--- src/rtl/ram_fifo_ctrl_if.sv ---
// Valid/ready stream bundle for ram_fifo_ctrl: producer push side and consumer pop side.
// The controller connects to the slave modport and the environment to the master modport.
interface ram_fifo_ctrl_if #(
    parameter int DATA_W = 8
);
    logic              in_valid;
    logic [DATA_W-1:0] in_data;
    logic              in_ready;
    logic              out_valid;
    logic [DATA_W-1:0] out_data;
    logic              out_ready;

    modport master (
        output in_valid, in_data, out_ready,
        input  in_ready, out_valid, out_data
    );

    modport slave (
        input  in_valid, in_data, out_ready,
        output in_ready, out_valid, out_data
    );
endinterface

--- src/rtl/ram_fifo_ctrl.sv ---
// FIFO controller wrapping a single-port synchronous RAM as a valid/ready buffer with a
// one-word output register. Optional synchronous flush port enabled by RAM_FIFO_FLUSH_EN.
module ram_fifo_ctrl #(
    parameter int DATA_W = 8,
    parameter int ADDR_W = 4
) (
    input  logic              clk,
    input  logic              rst_n,
`ifdef RAM_FIFO_FLUSH_EN
    input  logic              flush,
`endif
    ram_fifo_ctrl_if.slave    stream,
    output logic [ADDR_W:0]   level,
    output logic              full,
    output logic              empty,
    output logic              ram_we,
    output logic [ADDR_W-1:0] ram_addr,
    output logic [DATA_W-1:0] ram_din,
    input  logic [DATA_W-1:0] ram_dout
);
    localparam int DEPTH = 2 ** ADDR_W;

    typedef logic [ADDR_W-1:0] ptr_t;
    typedef logic [ADDR_W:0]   cnt_t;

    localparam cnt_t DEPTH_CNT = cnt_t'(DEPTH);

    typedef struct packed {
        ptr_t              wr_ptr;
        ptr_t              rd_ptr;
        cnt_t              mem_cnt;
        logic              rd_pend;
        logic              out_valid;
        logic [DATA_W-1:0] out_data;
        logic              in_ready;
        cnt_t              level;
        logic              full;
        logic              empty;
    } state_t;

    localparam state_t RESET_STATE = '{
        wr_ptr:    '0,
        rd_ptr:    '0,
        mem_cnt:   '0,
        rd_pend:   1'b0,
        out_valid: 1'b0,
        out_data:  '0,
        in_ready:  1'b0,
        level:     '0,
        full:      1'b0,
        empty:     1'b1
    };

    state_t st_q, st_d;
    logic   wr_go, rd_go, flush_c;

`ifdef RAM_FIFO_FLUSH_EN
    assign flush_c = flush;
`else
    assign flush_c = 1'b0;
`endif

    // NOTE: every signal written here gets a value before any branch so no latch is inferred.
    always_comb begin
        st_d  = st_q;
        wr_go = stream.in_valid & st_q.in_ready & ~flush_c;
        // Writes own the RAM port; a read issues only when the output register will be free.
        rd_go = ~wr_go & (st_q.mem_cnt != '0) & ~st_q.rd_pend
              & (~st_q.out_valid | stream.out_ready) & ~flush_c;

        ram_we   = wr_go;
        ram_addr = wr_go ? st_q.wr_ptr : st_q.rd_ptr;
        ram_din  = stream.in_data;

        if (wr_go) st_d.wr_ptr = st_q.wr_ptr + ptr_t'(1);
        if (rd_go) st_d.rd_ptr = st_q.rd_ptr + ptr_t'(1);
        st_d.mem_cnt = st_q.mem_cnt + cnt_t'(wr_go) - cnt_t'(rd_go);
        st_d.rd_pend = rd_go;

        // RAM data is registered, so the word read last cycle lands in the output register now.
        if (st_q.rd_pend) begin
            st_d.out_valid = 1'b1;
            st_d.out_data  = ram_dout;
        end else if (st_q.out_valid && stream.out_ready) begin
            st_d.out_valid = 1'b0;
        end

        st_d.in_ready = (st_d.mem_cnt != DEPTH_CNT);
        st_d.full     = (st_d.mem_cnt == DEPTH_CNT);
        st_d.level    = st_d.mem_cnt + cnt_t'(st_d.rd_pend) + cnt_t'(st_d.out_valid);
        st_d.empty    = (st_d.level == '0);

        if (flush_c) begin
            st_d          = RESET_STATE;
            st_d.in_ready = 1'b1;
        end
    end

    // NOTE: state registers use non-blocking assignments so all flops update from pre-edge values.
    always_ff @(posedge clk or negedge rst_n) begin
        if (!rst_n) st_q <= RESET_STATE;
        else        st_q <= st_d;
    end

    assign stream.in_ready  = st_q.in_ready;
    assign stream.out_valid = st_q.out_valid;
    assign stream.out_data  = st_q.out_data;
    assign level            = st_q.level;
    assign full             = st_q.full;
    assign empty            = st_q.empty;
endmodule

--- src/flat_wrapper.sv ---
// flat-port wrapper written by rule: the top's interface ports become plain ports
module ram_fifo_ctrl_flat 
#(
    parameter int DATA_W = 8,
    parameter int ADDR_W = 4
)
  (clk, rst_n, level, full, empty, ram_we, ram_addr, ram_din, ram_dout, stream_in_valid, stream_in_data, stream_out_ready, stream_in_ready, stream_out_valid, stream_out_data);
  ram_fifo_ctrl_if #(.DATA_W(DATA_W)) stream_i ();
  input  logic clk;
  input  logic rst_n;
  output logic [ADDR_W:0] level;
  output logic full;
  output logic empty;
  output logic ram_we;
  output logic [ADDR_W-1:0] ram_addr;
  output logic [DATA_W-1:0] ram_din;
  input  logic [DATA_W-1:0] ram_dout;
  input wire logic [$bits(stream_i.in_valid)-1:0] stream_in_valid;
  input wire logic [$bits(stream_i.in_data)-1:0] stream_in_data;
  input wire logic [$bits(stream_i.out_ready)-1:0] stream_out_ready;
  output wire logic [$bits(stream_i.in_ready)-1:0] stream_in_ready;
  output wire logic [$bits(stream_i.out_valid)-1:0] stream_out_valid;
  output wire logic [$bits(stream_i.out_data)-1:0] stream_out_data;
  assign stream_i.in_valid = stream_in_valid;
  assign stream_i.in_data = stream_in_data;
  assign stream_i.out_ready = stream_out_ready;
  assign stream_in_ready = stream_i.in_ready;
  assign stream_out_valid = stream_i.out_valid;
  assign stream_out_data = stream_i.out_data;
  ram_fifo_ctrl #(.DATA_W(DATA_W), .ADDR_W(ADDR_W)) u_core (.clk(clk), .rst_n(rst_n), .stream(stream_i), .level(level), .full(full), .empty(empty), .ram_we(ram_we), .ram_addr(ram_addr), .ram_din(ram_din), .ram_dout(ram_dout));
endmodule
--- config.mk ---
export PLATFORM = sky130hd
export DESIGN_NAME = ram_fifo_ctrl_flat
export DESIGN_NICKNAME = d
export VERILOG_FILES = /design/src/rtl/ram_fifo_ctrl_if.sv /design/src/rtl/ram_fifo_ctrl.sv /design/src/flat_wrapper.sv
export SDC_FILE = /design/constraint.sdc
export NUM_CORES = 1
export LEC_CHECK = 0
export CAP_MARGIN = 0
export CORE_UTILIZATION = 49
export CTS_CLUSTER_SIZE = 24
export DETAILED_ROUTE_END_ITERATION = 10
export GPL_TIMING_DRIVEN = 0
export MAX_ROUTING_LAYER = met4
export PLACE_DENSITY = 0.84
export SKIP_LAST_GASP = 1
export SLEW_MARGIN = 10
export SYNTH_ARGS = -nofsm -noshare
export SYNTH_HDL_FRONTEND = slang
export SYNTH_SLANG_ARGS = --single-unit
export TNS_END_PERCENT = 30
--- constraint.sdc ---
create_clock -name clk -period 8.1 [get_ports clk]
set_clock_uncertainty 0.15 [all_clocks]
set_input_delay 1.62 -clock clk [delete_from_list [all_inputs] [get_ports clk]]
set_output_delay 1.62 -clock clk [all_outputs]
set_load 0.005 [all_outputs]
; Word level (Yosys, flattened, before mapping)
; Index checks and enable logic that the tools add are counted.
[word_totals]
register_bits = 31
latchBits = 0
ram_bits = 0
rom_bits = 0
input_bits = 20
out_inout_bits = 30
wordCells = 32
mem_count = 0
[op_classes]
addsub = 6
n_mul = 0
div = 0
n_lt_le_gt_ge = 0
n_eq_ne = 2
n_shift = 0
mux = 3
bitwise_logic = 8
reduce_logical = 3
[op_table]
columns = cell, n
row1 = $add A5 B1 Y5, 3
row2 = $add A4 B1 Y4 const B, 2
row3 = $eq A5 B5 Y1 const B, 1
row4 = $logic_not A5 Y1, 1
row5 = $ne A5 B5 Y1 const B, 1
row6 = $reduce_bool A5 Y1, 1
row7 = $sub A5 B1 Y5, 1
row8 = $and A1 B1 Y1, 4
row9 = $mux W4, 1
row10 = $not A1 Y1, 3
row11 = $mux W1, 2
row12 = $logic_and A1 B1 Y1, 1
row13 = $or A1 B1 Y1, 1

; Longest topological paths before layout
[logic_depth]
word_depth = 9
ltp_mapped = 12
mapped_depth_nobuf = 12

; Worst setup path after synthesis
; Ideal clock, no wire load.
[synth_timing]
path_type = input -> register
startpoint = input stream_in_valid
endpoint = register u_core.st_q, in the netlist u_core.empty
setup_ps = 82
t_arrival_ps = 3852
required_ps = 7868
setup_slack_ps = 4016
path_stages = 9
path_cell_list = nand2_4 -> inv_2 -> a2111oi_4 -> inv_1 -> fa_1 -> ha_1 -> xor2_1 -> or3_1 -> nor3_1
[synth_rtl]
columns = item, line_no
row1 = "start, declared", flat_wrapper.sv:18  ; input wire logic [$bits(stream_i.in_valid)-1:0] stream_in_valid;
row2 = "end signal, assigned", ram_fifo_ctrl.sv:102  ; else st_q <= st_d;
row3 = "end, declared", ram_fifo_ctrl.sv:54  ; state_t st_q, st_d;

; Worst setup path in the final report
[layout_timing]
startpoint = input stream_in_valid
endpoint = output ram_addr[0]
[layout_between]
elab_chain_cells = 2
[layout_lines]
columns = item, line_no
row1 = $and A1 B1 Y1, ram_fifo_ctrl.sv:66  ; wr_go = stream.in_valid & st_q.in_ready & ~flush_c;
row2 = $mux W4, ram_fifo_ctrl.sv:72  ; ram_addr = wr_go ? st_q.wr_ptr : st_q.rd_ptr;
row3 = "end, declared", flat_wrapper.sv:15  ; output logic [ADDR_W-1:0] ram_addr;
; No other way between the ends.

==> impl_metrics.env <==
export IMPL_synth_warnings=0
export IMPL_violations="DRC"
export IMPL_netlist_area_sq_mm=0.00155
export IMPL_synth_seq_cells=31
export IMPL_yosysMostFrequentCell="dfrtp_1"
export IMPL_finish_net_count=200
export IMPL_fin_cells=215
export IMPL_num_fill_cells=218
export IMPL_power_total_mw=0.861
export IMPL_cts_resized=0
export IMPL_grt_remaining_overflow=0
export IMPL_hold_viol=0
export IMPL_whs_path_depth=1
export IMPL_core_area_sq_mm=0.00303
export IMPL_ant_nets=0
export IMPL_ios=50
export IMPL_use_met3=0.0491
export IMPL_cts_tree="built"
export IMPL_yosys_area_top_type="dfrtp_1"
export IMPL_vias_per_cell=4.72
export IMPL_grt_pass1_vias=1046
export IMPL_clockRootBuffer="clkbuf_4"
export IMPL_worst_pin_slew_ns=0.666
export IMPL_die_y_um=58.3
export IMPL_h_tree_depth=2
export IMPL_synth_seq_area_share=0.501
export IMPL_max_freq_ghz=0.203
export IMPL_layout_min_cycle_time_ns=4.93
export IMPL_clock_latency_ns=0.33
export IMPL_antenna_found_initial=0
export IMPL_gr_usage_met2=0.289
export IMPL_worstPathArrival_ns=3.16
export IMPL_path_cells="clkdlybuf4s50_1 > nand2_4 > inv_2 > mux2_2 > clkdlybuf4s50_1"
export IMPL_cts_sinks=31
export IMPL_cts_buffers=5
export IMPL_fin_setup_tns_ns=0
export IMPL_gp_congestion=0.807
export IMPL_num_rows=20
export IMPL_drt_iter0_markers=10
export IMPL_hold_buffers=0
export IMPL_p_leak_nw=0.940
export IMPL_cpLargestDelayFamily="buffers and inverters"
export IMPL_relSlewSlack=0.556
export IMPL_cp_required_ns=6.33
export IMPL_io_buffer_count=41
export IMPL_ys_top_cells_by_area="dfrtp_1 (48%), buf_4 (10%), mux2_2 (10%), ha_1 (7.3%), xnor2_1 (4.0%)"
export IMPL_yosys_top_cells_count="dfrtp_1 (30), buf_4 (21), mux2_2 (14)"
export IMPL_mappedNetlistNets=152
export IMPL_track_usage=0.189
export IMPL_hp_class="reg -> reg"
export IMPL_maxSlewViolCount=0
export IMPL_gr_max_usage_layer="met2"
export IMPL_holdWs_ns=0.331
export IMPL_rsz0062_at_grt="no"
export IMPL_crit_type="in -> out"
export IMPL_slowest_stage="clkdlybuf4s50_1"
export IMPL_wl_per_cell_um=12.4
export IMPL_initial_core_util=0.512
export IMPL_drc_errors=2
export IMPL_synth_edf_count=0
export IMPL_wl_um=2660
export IMPL_cp_start_kind="input pin"
export IMPL_grt_pass1_wl_um=4530
export IMPL_r2r_cells=10
export IMPL_syn_to_final_growth_pct=33.5
export IMPL_crit_buf_inv=3
export IMPL_die_w_um=58.3
export IMPL_vias=1015
export IMPL_dp_cells=207
export IMPL_path_depth=5
export IMPL_critPathCaptureType="primary output"
export IMPL_setup_viol=0
export IMPL_post_cts_buffers=0
export IMPL_dr_pass1_iters=7
export IMPL_powerDensity_mw_per_mm2=415
export IMPL_insertedDiodeCount=0
export IMPL_worstPathMaxFanout=6
export IMPL_ys_flop_type="dfrtp_1"
export IMPL_synth_top_cell_area_share=0.484
export IMPL_grt_max_degree=32
export IMPL_fin_crit_sh=0.609
export IMPL_vdd_drop_max_mv=0.202
export IMPL_multi_input_area_sq_um=587
export IMPL_clockBufferDepth=2
export IMPL_synthDistinctLibCells=25
export IMPL_met1_usage=0.229
export IMPL_die_area_sq_mm=0.00340
export IMPL_drive_gt1_frac=0.287
export IMPL_critPathMaxStageDelay_ns=0.51
export IMPL_async_flop_share=1.00
export IMPL_status="complete, but fails checks"
export IMPL_cap_violations=0
export IMPL_dpl_hpwl_um=2020
export IMPL_clk_pin_slew_ns=0.10
export IMPL_syn_inst=122
export IMPL_worst_path_most_repeated_cell="clkdlybuf4s50_1"
export IMPL_regArea_sq_um=777
export IMPL_postSynthAreaPerCell_sq_um=12.7
## flip-flops by register name (all words and copies together) (netlist names)
register                 flops
u_core.st_q                 14
u_core.stream.out_data       8
u_core.level                 5
u_core.empty                 1
u_core.full                  1
u_core.stream.in_ready       1
u_core.stream.out_valid      1
## kinds of logic after synthesis
logic type                 count (synthesis)  synth area share
DFF                                       31             0.501
buffers and inverters                     29             0.121
and+or+nand+nor                           15            0.0613
muxes                                     14             0.102
xor gates and xnor gates                  13            0.0734
AOI/OAI and AO/OA                         10            0.0565
adders and majority gates                 10            0.0855
## placed cells by master, fill, tap and decap left out, types with 2 or more instances in the layout
cell type        instances
a21o_1                   2
buf_4                   21
mux2_2                  14
dfrtp_1                 30
clkdlybuf4s50_1         40
xor2_1                   6
a21oi_1                  2
nor3_1                   2
inv_1                    6
clkbuf_4                 5
xnor2_1                  7
or3_1                    2
clkbuf_1                 2
and3_1                   2
nand2_1                  4
nand4_1                  3
ha_1                     9
o21ai_0                  2
## path summary, 6_finish.rpt
kind,startpoint,endpoint,slack (ns)
max,stream_in_valid,ram_addr[0],3.17
min,u_core.st_q[26],u_core.st_q[26],0.33
max reg2reg,u_core.st_q[20],u_core.empty,4.76
min reg2reg,u_core.st_q[26],u_core.st_q[26],0.33
max in group asynchronous,rst_n,u_core.st_q[29],6.20
min in group asynchronous,rst_n,u_core.st_q[17],1.16
## cell type report
class	count	area share
inverters	7	0.0127
well taps	44	0.0266
flip-flops and latches	31	0.375
clock buffers	7	0.0266
clock inverters	1	0.00242
plain buffers	22	0.0779
repair buffers	41	0.196
multi-input cells	62	0.283
## where the power goes
group,total [mW],internal [mW],switching (mW),leakage [nW]
logic,0.483,0.276,0.207,0.542
clock network,0.0939,0.0420,0.0519,0.0353
registers,0.284,0.236,0.0483,0.362
total,0.861,0.554,0.307,0.940
## metrics by stage
| stage | setup slack, ns | utilization | cell area [sq um] |
|---|---|---|---|
| floorplan | 4.02 | - | 1550 |
| global placement | 3.17 | 0.666 | 2020 |
| detailed placement | 3.17 | 0.664 | 2010 |
| CTS | 3.16 | 0.684 | 2070 |
| global route | 3.11 | 0.684 | 2070 |
| finish | 3.17 | 0.684 | 2070 |
## metal layers
layer,wire length (um),up-vias,share of wire
li1,-,488,-
met1,1140,480,0.43
met2,1340,44,0.50
met3,151,3,0.057
met4,29,0,0.011
met5,0,-,0
Power figures use the tool's default switching activity.
